<file path="src/rtl/inst_fetch_pkg.sv">
// Shared definitions for the instruction fetch stage.
//   - TRUE / FALSE single-bit constants
//   - OPC_JAL opcode used by the static next-PC predictor
//   - fetch_state_e FSM encodings (LOOKUP, WAIT_MEM)
//   - predict_next(): static next-PC prediction for one fetched word
package inst_fetch_pkg;

  localparam logic TRUE  = 1'b1;
  localparam logic FALSE = 1'b0;

  localparam logic [6:0] OPC_JAL = 7'b1101111;

  typedef enum logic {
    LOOKUP   = 1'b0,
    WAIT_MEM = 1'b1
  } fetch_state_e;

  // JAL targets are followed (J-immediate, wraps modulo 2^32); everything
  // else, including conditional branches, falls through to pc + 4.
  function automatic logic [31:0] predict_next(input logic [31:0] pc,
                                               input logic [31:0] word);
    logic [31:0] imm;
    imm = {{11{word[31]}}, word[31], word[19:12], word[20], word[30:21], 1'b0};
    if (word[6:0] == OPC_JAL) begin
      return pc + imm;
    end
    return pc + 32'd4;
  endfunction

endpackage

</file>
<file path="src/rtl/inst_fetch_icache.sv">
// Direct-mapped instruction cache, one 32-bit word per line.
// Lookup is combinational so the fetch stage can decide hit/miss in the same
// cycle the PC is presented. Valid bits clear synchronously on rst; tag and
// data contents are left as-is (they are meaningless while invalid).
// Ports:
//   clk, rst          clock, synchronous active-high reset (clears valid bits)
//   rd_idx, rd_tag    lookup address split into line index and tag
//   hit, rd_data      combinational lookup result
//   wr_en             fill strobe
//   wr_idx, wr_tag    line being filled and its tag
//   wr_data           fill word
module inst_fetch_icache
  import inst_fetch_pkg::*;
#(
  parameter int LINES = 256,
  parameter int IDX   = 8,
  parameter int TAG_W = 22
) (
  input  logic             clk,
  input  logic             rst,
  input  logic [IDX-1:0]   rd_idx,
  input  logic [TAG_W-1:0] rd_tag,
  output logic             hit,
  output logic [31:0]      rd_data,
  input  logic             wr_en,
  input  logic [IDX-1:0]   wr_idx,
  input  logic [TAG_W-1:0] wr_tag,
  input  logic [31:0]      wr_data
);

  logic [LINES-1:0] valid_reg;
  logic [LINES-1:0] line_wr;
  logic [TAG_W-1:0] tag_mem  [LINES];
  logic [31:0]      data_mem [LINES];

  // One-hot fill select, one bit per line.
  generate
    for (genvar gi = 0; gi < LINES; gi++) begin : g_line_sel
      assign line_wr[gi] = wr_en && (wr_idx == IDX'(gi));
    end
  endgenerate

  always_ff @(posedge clk) begin
    if (rst) begin
      valid_reg <= {LINES{FALSE}};
    end else begin
      valid_reg <= valid_reg | line_wr;
    end
  end

  always_ff @(posedge clk) begin
    if (wr_en) begin
      tag_mem[wr_idx]  <= wr_tag;
      data_mem[wr_idx] <= wr_data;
    end
  end

  assign hit     = valid_reg[rd_idx] && (tag_mem[rd_idx] == rd_tag);
  assign rd_data = data_mem[rd_idx];

endmodule

</file>
<file path="src/rtl/inst_fetch.sv">
// Instruction fetch stage: holds the PC, looks it up in a direct-mapped
// instruction cache, fetches misses from the memory controller and presents
// one instruction per cycle with a statically predicted next PC.
// Build option: ICACHE_EN -- when defined the cache is instantiated; when
// undefined every lookup misses and each instruction is fetched from memory.
// Ports:
//   clk, rst                 clock, synchronous active-high reset
//   rdy                      global enable, low freezes all state
//   jump_wrong_flag/_pc      misprediction redirect (pc[1:0] forced to 0)
//   mc_req, mc_addr          request to memory controller, held until mc_done
//   mc_done, mc_inst         one-cycle completion pulse and fetched word
//   issue_stall              downstream cannot accept this cycle
//   inst_valid, inst,        output slot: instruction, its PC and the
//   inst_pc, inst_pred_pc    predicted next PC
module inst_fetch
  import inst_fetch_pkg::*;
#(
  parameter int          ICACHE_LINES = 256,
  parameter logic [31:0] RESET_PC     = 32'h0
) (
  input  logic        clk,
  input  logic        rst,
  input  logic        rdy,
  input  logic        jump_wrong_flag,
  input  logic [31:0] jump_wrong_pc,
  output logic        mc_req,
  output logic [31:0] mc_addr,
  input  logic        mc_done,
  input  logic [31:0] mc_inst,
  input  logic        issue_stall,
  output logic        inst_valid,
  output logic [31:0] inst,
  output logic [31:0] inst_pc,
  output logic [31:0] inst_pred_pc
);

  localparam int IDX   = $clog2(ICACHE_LINES);
  localparam int TAG_W = 30 - IDX;

  fetch_state_e state_reg, state_next;
  logic [31:0]  pc_reg, pc_next;
  logic         mc_req_reg, mc_req_next;
  logic [31:0]  mc_addr_reg, mc_addr_next;
  logic         inst_valid_reg, inst_valid_next;
  logic [31:0]  inst_reg, inst_next;
  logic [31:0]  inst_pc_reg, inst_pc_next;
  logic [31:0]  inst_pred_pc_reg, inst_pred_pc_next;

  logic         cache_hit;
  logic [31:0]  cache_word;
  logic         slot_free;
  logic [31:0]  fetch_word;
  logic [31:0]  pred_pc;

`ifdef ICACHE_EN
  logic fill_en;

  // A redirect in the same cycle as mc_done discards the returning word.
  assign fill_en = !rst && rdy && !jump_wrong_flag &&
                   (state_reg == WAIT_MEM) && mc_done;

  // In WAIT_MEM pc_reg equals the outstanding mc_addr, so the same PC
  // fields address both the lookup and the fill.
  inst_fetch_icache #(
    .LINES (ICACHE_LINES),
    .IDX   (IDX),
    .TAG_W (TAG_W)
  ) u_icache (
    .clk     (clk),
    .rst     (rst),
    .rd_idx  (pc_reg[IDX+1:2]),
    .rd_tag  (pc_reg[31:IDX+2]),
    .hit     (cache_hit),
    .rd_data (cache_word),
    .wr_en   (fill_en),
    .wr_idx  (pc_reg[IDX+1:2]),
    .wr_tag  (pc_reg[31:IDX+2]),
    .wr_data (mc_inst)
  );
`else
  assign cache_hit  = FALSE;
  assign cache_word = 32'h0;
`endif

  assign slot_free  = !inst_valid_reg || !issue_stall;
  assign fetch_word = (state_reg == WAIT_MEM) ? mc_inst : cache_word;
  assign pred_pc    = predict_next(pc_reg, fetch_word);

  always_comb begin
    state_next        = state_reg;
    pc_next           = pc_reg;
    mc_req_next       = mc_req_reg;
    mc_addr_next      = mc_addr_reg;
    inst_valid_next   = inst_valid_reg;
    inst_next         = inst_reg;
    inst_pc_next      = inst_pc_reg;
    inst_pred_pc_next = inst_pred_pc_reg;

    if (rdy) begin
      if (jump_wrong_flag) begin
        pc_next         = {jump_wrong_pc[31:2], 2'b00};
        inst_valid_next = FALSE;
        mc_req_next     = FALSE;
        state_next      = LOOKUP;
      end else begin
        case (state_reg)
          LOOKUP: begin
            if (slot_free) begin
              if (cache_hit) begin
                inst_valid_next   = TRUE;
                inst_next         = fetch_word;
                inst_pc_next      = pc_reg;
                inst_pred_pc_next = pred_pc;
                pc_next           = pred_pc;
              end else begin
                // Slot is free, so any held instruction leaves this edge.
                mc_req_next     = TRUE;
                mc_addr_next    = pc_reg;
                inst_valid_next = FALSE;
                state_next      = WAIT_MEM;
              end
            end
          end
          WAIT_MEM: begin
            if (mc_done) begin
              inst_valid_next   = TRUE;
              inst_next         = fetch_word;
              inst_pc_next      = pc_reg;
              inst_pred_pc_next = pred_pc;
              pc_next           = pred_pc;
              mc_req_next       = FALSE;
              state_next        = LOOKUP;
            end
          end
          default: state_next = LOOKUP;
        endcase
      end
    end
  end

  always_ff @(posedge clk) begin
    if (rst) begin
      state_reg        <= LOOKUP;
      pc_reg           <= RESET_PC;
      mc_req_reg       <= FALSE;
      mc_addr_reg      <= 32'h0;
      inst_valid_reg   <= FALSE;
      inst_reg         <= 32'h0;
      inst_pc_reg      <= 32'h0;
      inst_pred_pc_reg <= 32'h0;
    end else begin
      state_reg        <= state_next;
      pc_reg           <= pc_next;
      mc_req_reg       <= mc_req_next;
      mc_addr_reg      <= mc_addr_next;
      inst_valid_reg   <= inst_valid_next;
      inst_reg         <= inst_next;
      inst_pc_reg      <= inst_pc_next;
      inst_pred_pc_reg <= inst_pred_pc_next;
    end
  end

  assign mc_req       = mc_req_reg;
  assign mc_addr      = mc_addr_reg;
  assign inst_valid   = inst_valid_reg;
  assign inst         = inst_reg;
  assign inst_pc      = inst_pc_reg;
  assign inst_pred_pc = inst_pred_pc_reg;

endmodule

</file>
<file path="config.mk">
export PLATFORM = sky130hd
export DESIGN_NAME = inst_fetch
export DESIGN_NICKNAME = d
export VERILOG_FILES = /design/src/rtl/inst_fetch_pkg.sv /design/src/rtl/inst_fetch_icache.sv /design/src/rtl/inst_fetch.sv
export SDC_FILE = /design/constraint.sdc
export NUM_CORES = 1
export LEC_CHECK = 0
export ABC_CLOCK_PERIOD_IN_PS = 4090
export CORE_ASPECT_RATIO = 1.1
export CORE_MARGIN = 2
export CORE_UTILIZATION = 52
export CTS_BUF_LIST = sky130_fd_sc_hd__clkbuf_8
export DETAILED_ROUTE_END_ITERATION = 8
export PLACE_DENSITY = 0.83
export SLEW_MARGIN = 25
export SYNTH_ARGS = -nofsm -noshare
export SYNTH_HDL_FRONTEND = slang
export SYNTH_SLANG_ARGS = --single-unit
</file>
<file path="constraint.sdc">
create_clock -name clk -period 4.09 [get_ports clk]
set_input_delay 0.818 -clock clk [delete_from_list [all_inputs] [get_ports clk]]
set_output_delay 0.818 -clock clk [all_outputs]
set_load 0.02 [all_outputs]
</file>
==> results.py, run 1 <==
metrics = {
    "status": {
        "status": "finished, final reports clean",
    },
    "cts": {
        "cts_resized": 0,
        "cts.sinks": 159,
        "root_buffer": "clkbuf_8",
        "cts.path.max_buffers": 2,
        "postCtsSetupBuffers": 0,
        "h-tree-depth": 4,
        "cts_tree": "built",
        "clkSlewWorstSetupHoldPaths_ps": 90,
        "insertion_delay_ps": 470,
        "cts-hold-fix-buffers": 0,
        "cts_inserted_buffers": 17,
    },
    "cells_and_area": {
        "fin_util_pct": 68.6,
        "largest_register_ffs": 32,
        "diodes": 0,
        "syn_to_final_growth_pct": 29.6,
        "fin_nets": 1423,
        "drive_gt1_share_pct": 6.62,
    },
    "logic_synthesis": {
        "synth_top_area_share_pct": 36.9,
        "ys_warn_count": 0,
        "ys_seq_area_share_pct": 36.9,
        "yosys.area.top_type": "dfxtp_1",
        "synth-seq-cells": 159,
        "synth_edf_count": 0,
        "post_synth.cell_area_avg_um2": 7.34,
        "synth_cells": 1176,
        "synthArstFlopShare_pct": 0,
        "synth_area_mm2": 0.00863,
        "synth.distinct_cells": 69,
        "synth_area_leaders": "dfxtp_1 37%, nand2_1 12%, a21oi_1 9.0%",
        "ys.flop_type": "dfxtp_1",
    },
    "worst_setup_path": {
        "endpoint_kind": "flop",
        "critPathSlowestCell": "clkdlybuf4s50_1",
        "slowest_delay_ps": 470,
        "critical-path-top-delay-family": "compound AO/OA/AOI/OAI gates",
        "crit_buf_inv": 3,
        "path_cells": "clkdlybuf4s50_1 -> and2_1 -> ha_1 -> inv_1 -> fa_1 -> nand2b_1 -> a211oi_4 -> o211ai_2 -> o41ai_4 -> o21ai_0 -> a221oi_1 -> buf_4 -> mux2i_1 -> o311ai_0",
        "critPathKind": "input pin to flop",
        "arrival_ps": 4130,
        "critPathMaxFanout": 4,
        "cp-start-kind": "input pin",
        "worst-endpoint-required_ps": 4390,
    },
    "min_path": {
        "min_path_type": "flop to flop",
    },
    "timing": {
        "slew_headroom_pct": 39.1,
        "drv_slew": 0,
        "fin_crit_sh_pct": 93.7,
        "setup_viol": 0,
        "clock_skew_ps": 16.0,
        "grt_setup_unrepaired": "no",
        "whs_ps": 458,
        "post-route-min-period_ps": 3830,
        "worstMarginPinSlew_ps": 913,
        "final-hold-violation-count": 0,
        "max_freq_mhz": 261,
    },
    "placement": {
        "dp_hpwl_um": 20300,
        "gp_congestion": 0.977,
        "port-buffer-count": 194,
    },
    "power": {
        "power_leakage_uw": 0.00411,
        "powerDensity_mw_per_mm2": 300,
        "fin_total_pwr_uw": 3360,
        "ir_drop_v": 0.000195,
    },
    "route": {
        "drtAntennaViolNets": 0,
        "wirelength_um": 28400,
        "wl_per_cell_um": 18.4,
        "drtIter0Drc": 1003,
        "dr.pass1.iters": 6,
        "dr_total_vias": 9266,
        "drc": 0,
        "via_per_inst": 5.98,
    },
    "die": {
        "initial_core_util_pct": 52.9,
        "die_height_um": 139,
        "core_mm2": 0.0163,
        "die_w_um": 127,
        "dieArea_mm2": 0.0176,
        "ios": 200,
        "num_rows": 49,
    },
    "grt": {
        "grt_max_degree": 89,
        "grt_first_pass_wirelength_um": 44500,
        "antenna_found_initial": 0,
        "grt_usage_pct": 31.5,
        "grt_overflow": 0,
        "grt_pass1_vias": 8603,
    },
    "run": {
        "cap_violations": 0,
    },
}
-- final cells by class --
type	instances	area, um^2
sequential	159	3180
fill	1385	5130
timing repair buffer	234	2250
clock buffer	17	234
inverter	12	45.0
clock inverter	15	168
multi-input combinational	908	5040
tap	204	255
-- cell usage after synthesis (11+ instances only) --
library cell and count:
a211oi_1 20, a21o_1 15, a21oi_1 156, and2_1 24
and3_1 20, clkbuf_1 90, dfxtp_1 159, ha_1 20
inv_1 12, mux2i_1 20, nand2_1 280, nand3_1 46
nand4_1 11, nor2_1 71, nor3_1 24, o21ai_0 47
xnor2_1 17, xor2_1 16
-- final timing paths --
path | startpoint | endpoint | slack (ps) | cells past startpoint
hold reg to reg | inst[27] | inst[27] | 460 | 2
hold / removal | inst[27] | inst[27] | 460 | 2
setup reg to reg | state_reg | pc_reg[27] | 510 | 12
setup / recovery | mc_inst[21] | pc_reg[27] | 260 | 14
-- layout by cell type (no fill, tap or decap), drive strengths merged, types with 20 or more instances in the layout --
cell type      Yosys  routed
nand2            280     280
clkdlybuf4s50      0     193
dfxtp            159     159
a21oi            156     156
nor2              71      71
o21ai             49      49
nand3             46      46
buf                6      41
and2              24      24
nor3              24      24
a211oi            21      21
and3              20      20
mux2i             20      20
ha                20      20
-- stage by stage --
step / instances / setup TNS, ps / setup slack, ps / cell area (um^2)
6_report: 1549 / 0 / 259 / 11200
5_1_grt: 1549 / 0 / 32.7 / 11200
4_1_cts: 1549 / 0 / 293 / 11200
3_5_place_dp: 1517 / -478 / -148 / 10800
3_3_place_gp: 1517 / -460 / -157 / 10800
2_1_floorplan: 1178 / 0 / 520 / 8640
-- per-layer routing --
layer | up-vias | share of wire, % | global-route usage [%]
li1 | 4416 | - | -
met1 | 4300 | 40 | 37.8
met2 | 454 | 49 | 54.0
met3 | 96 | 6.9 | 4.82
met4 | 0 | 4.9 | 16.8
met5 | - | 0 | 0
-- kinds of logic (layout without fill, tap and decap cells) --
group	count (synthesis)	count (layout)	synth area share, %
simple gates	511	511	26.3
compound gates	318	318	22.7
flops	159	159	36.9
buf+inv	111	278	5.03
xor+xnor	33	33	3.35
mux	22	22	2.58
fa+ha+maj	21	21	3.13
other cells	1	3	0.0435
-- worst min-delay path, stage by stage (launching register included) --
cell	delay, ps
dfxtp_1	320
nand2_1	50
a21oi_1	50
-- power by group --
group          total [uW]  internal [uW]  switching, uW  leakage (uW)
sequential           1670           1600           76.9       0.00129
combinational         522            221            300       0.00261
clock                1160            462            698      0.000204
total                3360           2280           1080       0.00411
Power figures use the tool's default switching activity.
==> run 2: changes to the inputs <==
--- a/config.mk
+++ b/config.mk
@@ -12,6 +12,7 @@
 export CTS_BUF_LIST = sky130_fd_sc_hd__clkbuf_8
 export DETAILED_ROUTE_END_ITERATION = 8
 export PLACE_DENSITY = 0.83
+export REMOVE_ABC_BUFFERS = 1
 export SLEW_MARGIN = 25
 export SYNTH_ARGS = -nofsm -noshare
 export SYNTH_HDL_FRONTEND = slang
==> run 2 against run 1 <==
Compared with the run above: die area stayed put; utilization is 0.13 points higher; clock power is 8% lower; sequential power hardly changed; setup slack worse by 22 ps; critical path depth is 1 higher; first-iteration DRC count is 20% lower; via count is 1.7% lower; final area is 0.19% higher; flip-flop and latch count stayed put; routed wire length is 4.5% lower; clock-buffer cell count is 1 higher.
==> results.py, run 2 (synthesis results as in run 1) <==
metrics = {
    "status": {
        "status": "finished, final reports clean",
    },
    "power": {
        "power_switching_uw": 960,
        "powerDensity_mw_per_mm2": 292,
        "power_frac_comb_pct": 16.1,
        "seq_power_share_pct": 51.0,
        "pwr-share-clk_pct": 32.9,
        "power_leakage_uw": 0.00413,
        "intPower_uw": 2310,
        "swShare_pct": 29.4,
        "ir_drop_v": 0.000306,
    },
    "route": {
        "via_per_inst": 5.86,
        "wirelength_um": 27200,
        "drtIter0Drc": 806,
        "drtAntennaViolNets": 0,
        "wl_per_cell_um": 17.5,
        "drc": 0,
        "dr.pass1.iters": 5,
        "dr_total_vias": 9110,
    },
    "worst_setup_path": {
        "critPathKind": "input pin to flop",
        "cpMostUsedCell": "buf_4",
        "critPathMaxFanout": 4,
        "slowest_delay_ps": 490,
        "crit_buf_inv": 4,
        "critPathSlowestCell": "clkdlybuf4s50_1",
        "path_cells": "clkdlybuf4s50_1 -> and2_1 -> ha_1 -> inv_1 -> fa_1 -> nand2b_1 -> a211oi_4 -> o211ai_2 -> o41ai_4 -> buf_4 -> o21ai_0 -> a221oi_1 -> buf_4 -> mux2i_1 -> o311ai_0",
        "arrival_ps": 4140,
        "critical-path-top-delay-family": "compound AO/OA/AOI/OAI gates",
        "cp-start-kind": "input pin",
        "worst-endpoint-required_ps": 4380,
        "endpoint_kind": "flop",
    },
    "placement": {
        "dp_hpwl_um": 18900,
        "placed_area_mm2": 0.0109,
        "port-buffer-count": 194,
        "gp_congestion": 0.932,
    },
    "cts": {
        "cts.path.max_buffers": 2,
        "cts.sinks": 159,
        "cts_inserted_buffers": 17,
        "insertion_delay_ps": 460,
        "clkSlewWorstSetupHoldPaths_ps": 80,
        "postCtsSetupBuffers": 0,
        "cts_resized": 0,
        "root_buffer": "clkbuf_8",
        "cts-hold-fix-buffers": 0,
        "h-tree-depth": 4,
        "cts_tree": "built",
    },
    "grt": {
        "grt_max_degree": 84,
        "grt_overflow": 0,
        "antenna_found_initial": 0,
        "grt_usage_pct": 30.4,
        "grt_pass1_vias": 8720,
        "grt_first_pass_wirelength_um": 43900,
    },
    "timing": {
        "post-route-min-period_ps": 3850,
        "drv_slew": 0,
        "tns_ps": 0,
        "slew_headroom_pct": 42.6,
        "grt_setup_unrepaired": "no",
        "setup_viol": 0,
        "max_freq_mhz": 260,
        "clock_skew_ps": 16.6,
        "fin_crit_sh_pct": 94.2,
        "worstMarginPinSlew_ps": 862,
        "final-hold-violation-count": 0,
    },
    "cells_and_area": {
        "fin_util_pct": 68.7,
        "drive_gt1_share_pct": 6.96,
        "final_cell_mix": "279 x nand2_1, 192 x clkdlybuf4s50_1, 159 x dfxtp_1",
        "diodes": 0,
        "final_common_cell": "nand2_1",
        "syn_to_final_growth_pct": 29.8,
        "ff_latch_area_mm2": 0.00318,
        "fillers": 1357,
        "design_area_mm2": 0.0112,
        "multi_input_area_mm2": 0.00505,
        "fin_nets": 1430,
        "largest_register_ffs": 32,
    },
    "run": {
        "cap_violations": 0,
    },
    "die": {
        "core_mm2": 0.0163,
        "num_rows": 49,
        "initial_core_util_pct": 52.9,
        "ios": 200,
        "die_w_um": 127,
        "die_height_um": 139,
        "dieArea_mm2": 0.0176,
    },
    "min_path": {
        "min_path_type": "flop to flop",
    },
}
[run 2: changes by cell type in the layout (fill, tap and decap cells not counted), moves of 2 or more]
cell / delta
inv_1: +2
clkinv_8: -4
clkinvlp_4: +3
inv_6: -2
buf_4: +5
buf_12: +2
inv_8: -4
[run 2: worst paths after layout]
| check | from | endpoint | slack (ps) | cells past startpoint |
|---|---|---|---|---|
| setup / recovery | mc_inst[21] | pc_reg[27] | 240 | 15 |
| hold / removal | inst_pc[13] | inst_pc[13] | 450 | 2 |
| setup reg to reg | state_reg | pc_reg[27] | 710 | 13 |
| hold reg to reg | inst_pc[13] | inst_pc[13] | 450 | 2 |
[run 2: power by group through the flow]
stage / sequential, uW / clock, uW / combinational, uW
after global placement: 1700 / 0 / 510
after global routing: 1670 / 1150 / 571
after detailed placement: 1700 / 0 / 519
after floorplan: 1720 / 0 / 219
after CTS: 1660 / 1090 / 524
final: 1670 / 1070 / 527
[run 2: final cells by class]
| cell class | count | area share (%) |
|---|---|---|
| sequential | 159 | 28.4 |
| clock inverter | 12 | 0.894 |
| inverter | 12 | 0.402 |
| timing repair buffer | 241 | 20.8 |
| tap | 204 | 2.28 |
| multi-input combinational | 908 | 45.0 |
| clock buffer | 18 | 2.21 |
[run 2: stage by stage]
stage | std cells | worst slack [ps] | power (uW) | hold WS, ps
CTS | 1554 | 330 | 3280 | 456
global route | 1554 | 117 | 3400 | 471
floorplan | 1079 | -1030 | 1940 | 468
global placement | 1524 | -76.5 | 2210 | 441
detailed placement | 1524 | -135 | 2220 | 445
finish | 1554 | 237 | 3270 | 452
[run 2: tightest hold or removal path, cell delays in order, from the launching register on]
cell and delay [ps]:
dfxtp_1 310, nand2_1 50, a21oi_1 50
[run 2: metal layers]
metal | GRT usage, % | routed length, um
met1 | 40.0 | 12000
met2 | 50.1 | 12800
met3 | 6.02 | 1850
met4 | 9.83 | 583
met5 | 0 | 0
==> run 3: changes to the inputs <==
--- a/config.mk
+++ b/config.mk
@@ -8,10 +8,12 @@
 export ABC_CLOCK_PERIOD_IN_PS = 4090
 export CORE_ASPECT_RATIO = 1.1
 export CORE_MARGIN = 2
-export CORE_UTILIZATION = 52
+export CORE_UTILIZATION = 63
 export CTS_BUF_LIST = sky130_fd_sc_hd__clkbuf_8
 export DETAILED_ROUTE_END_ITERATION = 8
-export PLACE_DENSITY = 0.83
+export DONT_BUFFER_PORTS = 1
+export PLACE_DENSITY = 0.79
+export RECOVER_POWER = 50
 export REMOVE_ABC_BUFFERS = 1
 export SLEW_MARGIN = 25
 export SYNTH_ARGS = -nofsm -noshare
==> run 3 against run 2 <==
Compared with the run above: hold slack got worse by 33 ps; clock power increased by 14%; the run now ends with capacitance limit, slew limit left; register-to-register slack got worse by 220 ps; via count decreased by 11%; highest routed layer unchanged; sequential share of layout area increased by 6.8 points.
==> results.py, run 3 (synthesis results as in run 1) <==
metrics = {
    "route": {
        "drtAntennaViolNets": 0,
        "wirelength_um": 24100,
        "via_per_inst": 6.18,
        "dr_total_vias": 8127,
        "dr.pass1.iters": 6,
        "drc": 0,
        "drtIter0Drc": 745,
        "wl_per_cell_um": 18.3,
    },
    "cells_and_area": {
        "drive_gt1_share_pct": 5.40,
        "final_common_cell": "nand2_1",
        "final_cell_mix": "280 x nand2_1, 159 x dfxtp_1, 156 x a21oi_1",
        "diodes": 0,
        "fillers": 1190,
        "multi_input_area_mm2": 0.00503,
        "syn_to_final_growth_pct": 4.73,
        "stdcell_count": 1314,
        "ff_latch_area_mm2": 0.00318,
        "largest_register_ffs": 32,
        "fin_nets": 1208,
    },
    "grt": {
        "grt_first_pass_wirelength_um": 38200,
        "grt_overflow": 0,
        "grt_max_degree": 155,
        "antenna_found_initial": 0,
        "grt_usage_pct": 32.4,
        "grt_pass1_vias": 7587,
    },
    "cts": {
        "insertion_delay_ps": 460,
        "clkSlewWorstSetupHoldPaths_ps": 90,
        "root_buffer": "clkbuf_8",
        "cts-hold-fix-buffers": 0,
        "cts_resized": 0,
        "cts.path.max_buffers": 2,
        "postCtsSetupBuffers": 0,
        "cts_tree": "built",
        "h-tree-depth": 4,
        "cts.sinks": 159,
        "cts_inserted_buffers": 17,
    },
    "timing": {
        "setup_viol": 0,
        "fin_crit_sh_pct": 88.1,
        "grt_setup_unrepaired": "no",
        "worstMarginPinSlew_ps": 2180,
        "final-hold-violation-count": 0,
        "post-route-min-period_ps": 3600,
        "clock_skew_ps": 12.2,
        "whs_ps": 419,
        "max_freq_mhz": 277,
        "setup_ws_ps": 486,
        "slew_headroom_pct": -45.0,
        "drv_slew": 104,
    },
    "die": {
        "dieArea_mm2": 0.0147,
        "ios": 200,
        "num_rows": 44,
        "core_mm2": 0.0133,
        "initial_core_util_pct": 65.0,
        "die_w_um": 116,
        "die_height_um": 127,
    },
    "status": {
        "status": "finished with violations",
        "failed_checks": "capacitance limit, slew limit",
    },
    "power": {
        "power_leakage_uw": 0.00330,
        "powerDensity_mw_per_mm2": 357,
        "ir_drop_v": 0.000244,
    },
    "worst_setup_path": {
        "critPathMaxFanout": 19,
        "worst-endpoint-required_ps": 4350,
        "arrival_ps": 3870,
        "endpoint_kind": "flop",
        "cp-start-kind": "flop",
        "critPathKind": "flop to flop",
    },
    "placement": {
        "gp_congestion": 0.954,
        "dp_hpwl_um": 16500,
        "dp_cells": 1282,
        "post-place-ws_ps": 106,
        "port-buffer-count": 0,
    },
    "run": {
        "cap_violations": 2,
    },
    "min_path": {
        "min_path_type": "input pin to flop",
    },
}
==> run 3: cell types whose count changed in the layout (fill, tap and decap cells not counted), sizes merged <==
cell           previous run  this run
clkbuf                   18        21
clkinvlp                  3         2
inv                      16        17
bufinv                    1         3
buf                      49        16
clkdlybuf4s50           192         0
==> run 3: path summary, 6_finish.rpt <==
check | slack, ps | depth (start not counted) | start | end
worst max-delay path | 490 | 11 | state_reg | inst_pred_pc[27]
worst min register to register | 530 | 2 | pc_reg[1] | inst_pc[1]
worst min-delay path | 420 | 1 | rst | inst_pc[30]
worst max register to register | 490 | 11 | state_reg | inst_pred_pc[27]
==> run 3: area by class of cell <==
type	count	share of cell area [%]
well taps	184	2.55
multi-input cells	908	55.7
repair buffers	19	1.45
flip-flops and latches	159	35.2
clock buffers	18	2.74
inverters	12	0.498
clock inverters	14	1.83
==> run 3: layer usage <==
| layer | wire (um) | up-vias | GRT usage (%) |
|---|---|---|---|
| met5 | 0 | - | 0 |
| met4 | 433 | 0 | 11.1 |
| met3 | 1610 | 37 | 6.74 |
| met2 | 12000 | 295 | 54.6 |
| met1 | 10000 | 3816 | 41.0 |
| li1 | - | 3979 | - |
==> run 3: power by group <==
group | internal, uW | total (uW) | switching [uW]
registers | 1600 | 1710 | 110
logic | 106 | 294 | 188
clock network | 620 | 1220 | 603
total | 2320 | 3230 | 901
==> run 3: per-stage QoR <==
stage	util, %	power (uW)	area (um^2)	setup TNS [ps]
after CTS	68.3	3230	9060	0
after floorplan	-	1940	8250	-53720
after global routing	68.1	3340	9040	0
after detailed placement	65.2	2040	8650	0
final	68.1	3230	9040	0
after global placement	65.2	2030	8650	0
==> run 3: critical path, stage by stage, from the launching register on <==
cell	delay, ps
dfxtp_1	360
buf_4	240
nand2_1	130
fa_1	470
nand2b_1	240
a211oi_4	280
o211ai_2	170
o41ai_4	500
o21ai_0	200
a221oi_1	490
mux2i_1	230
o21ai_0	100
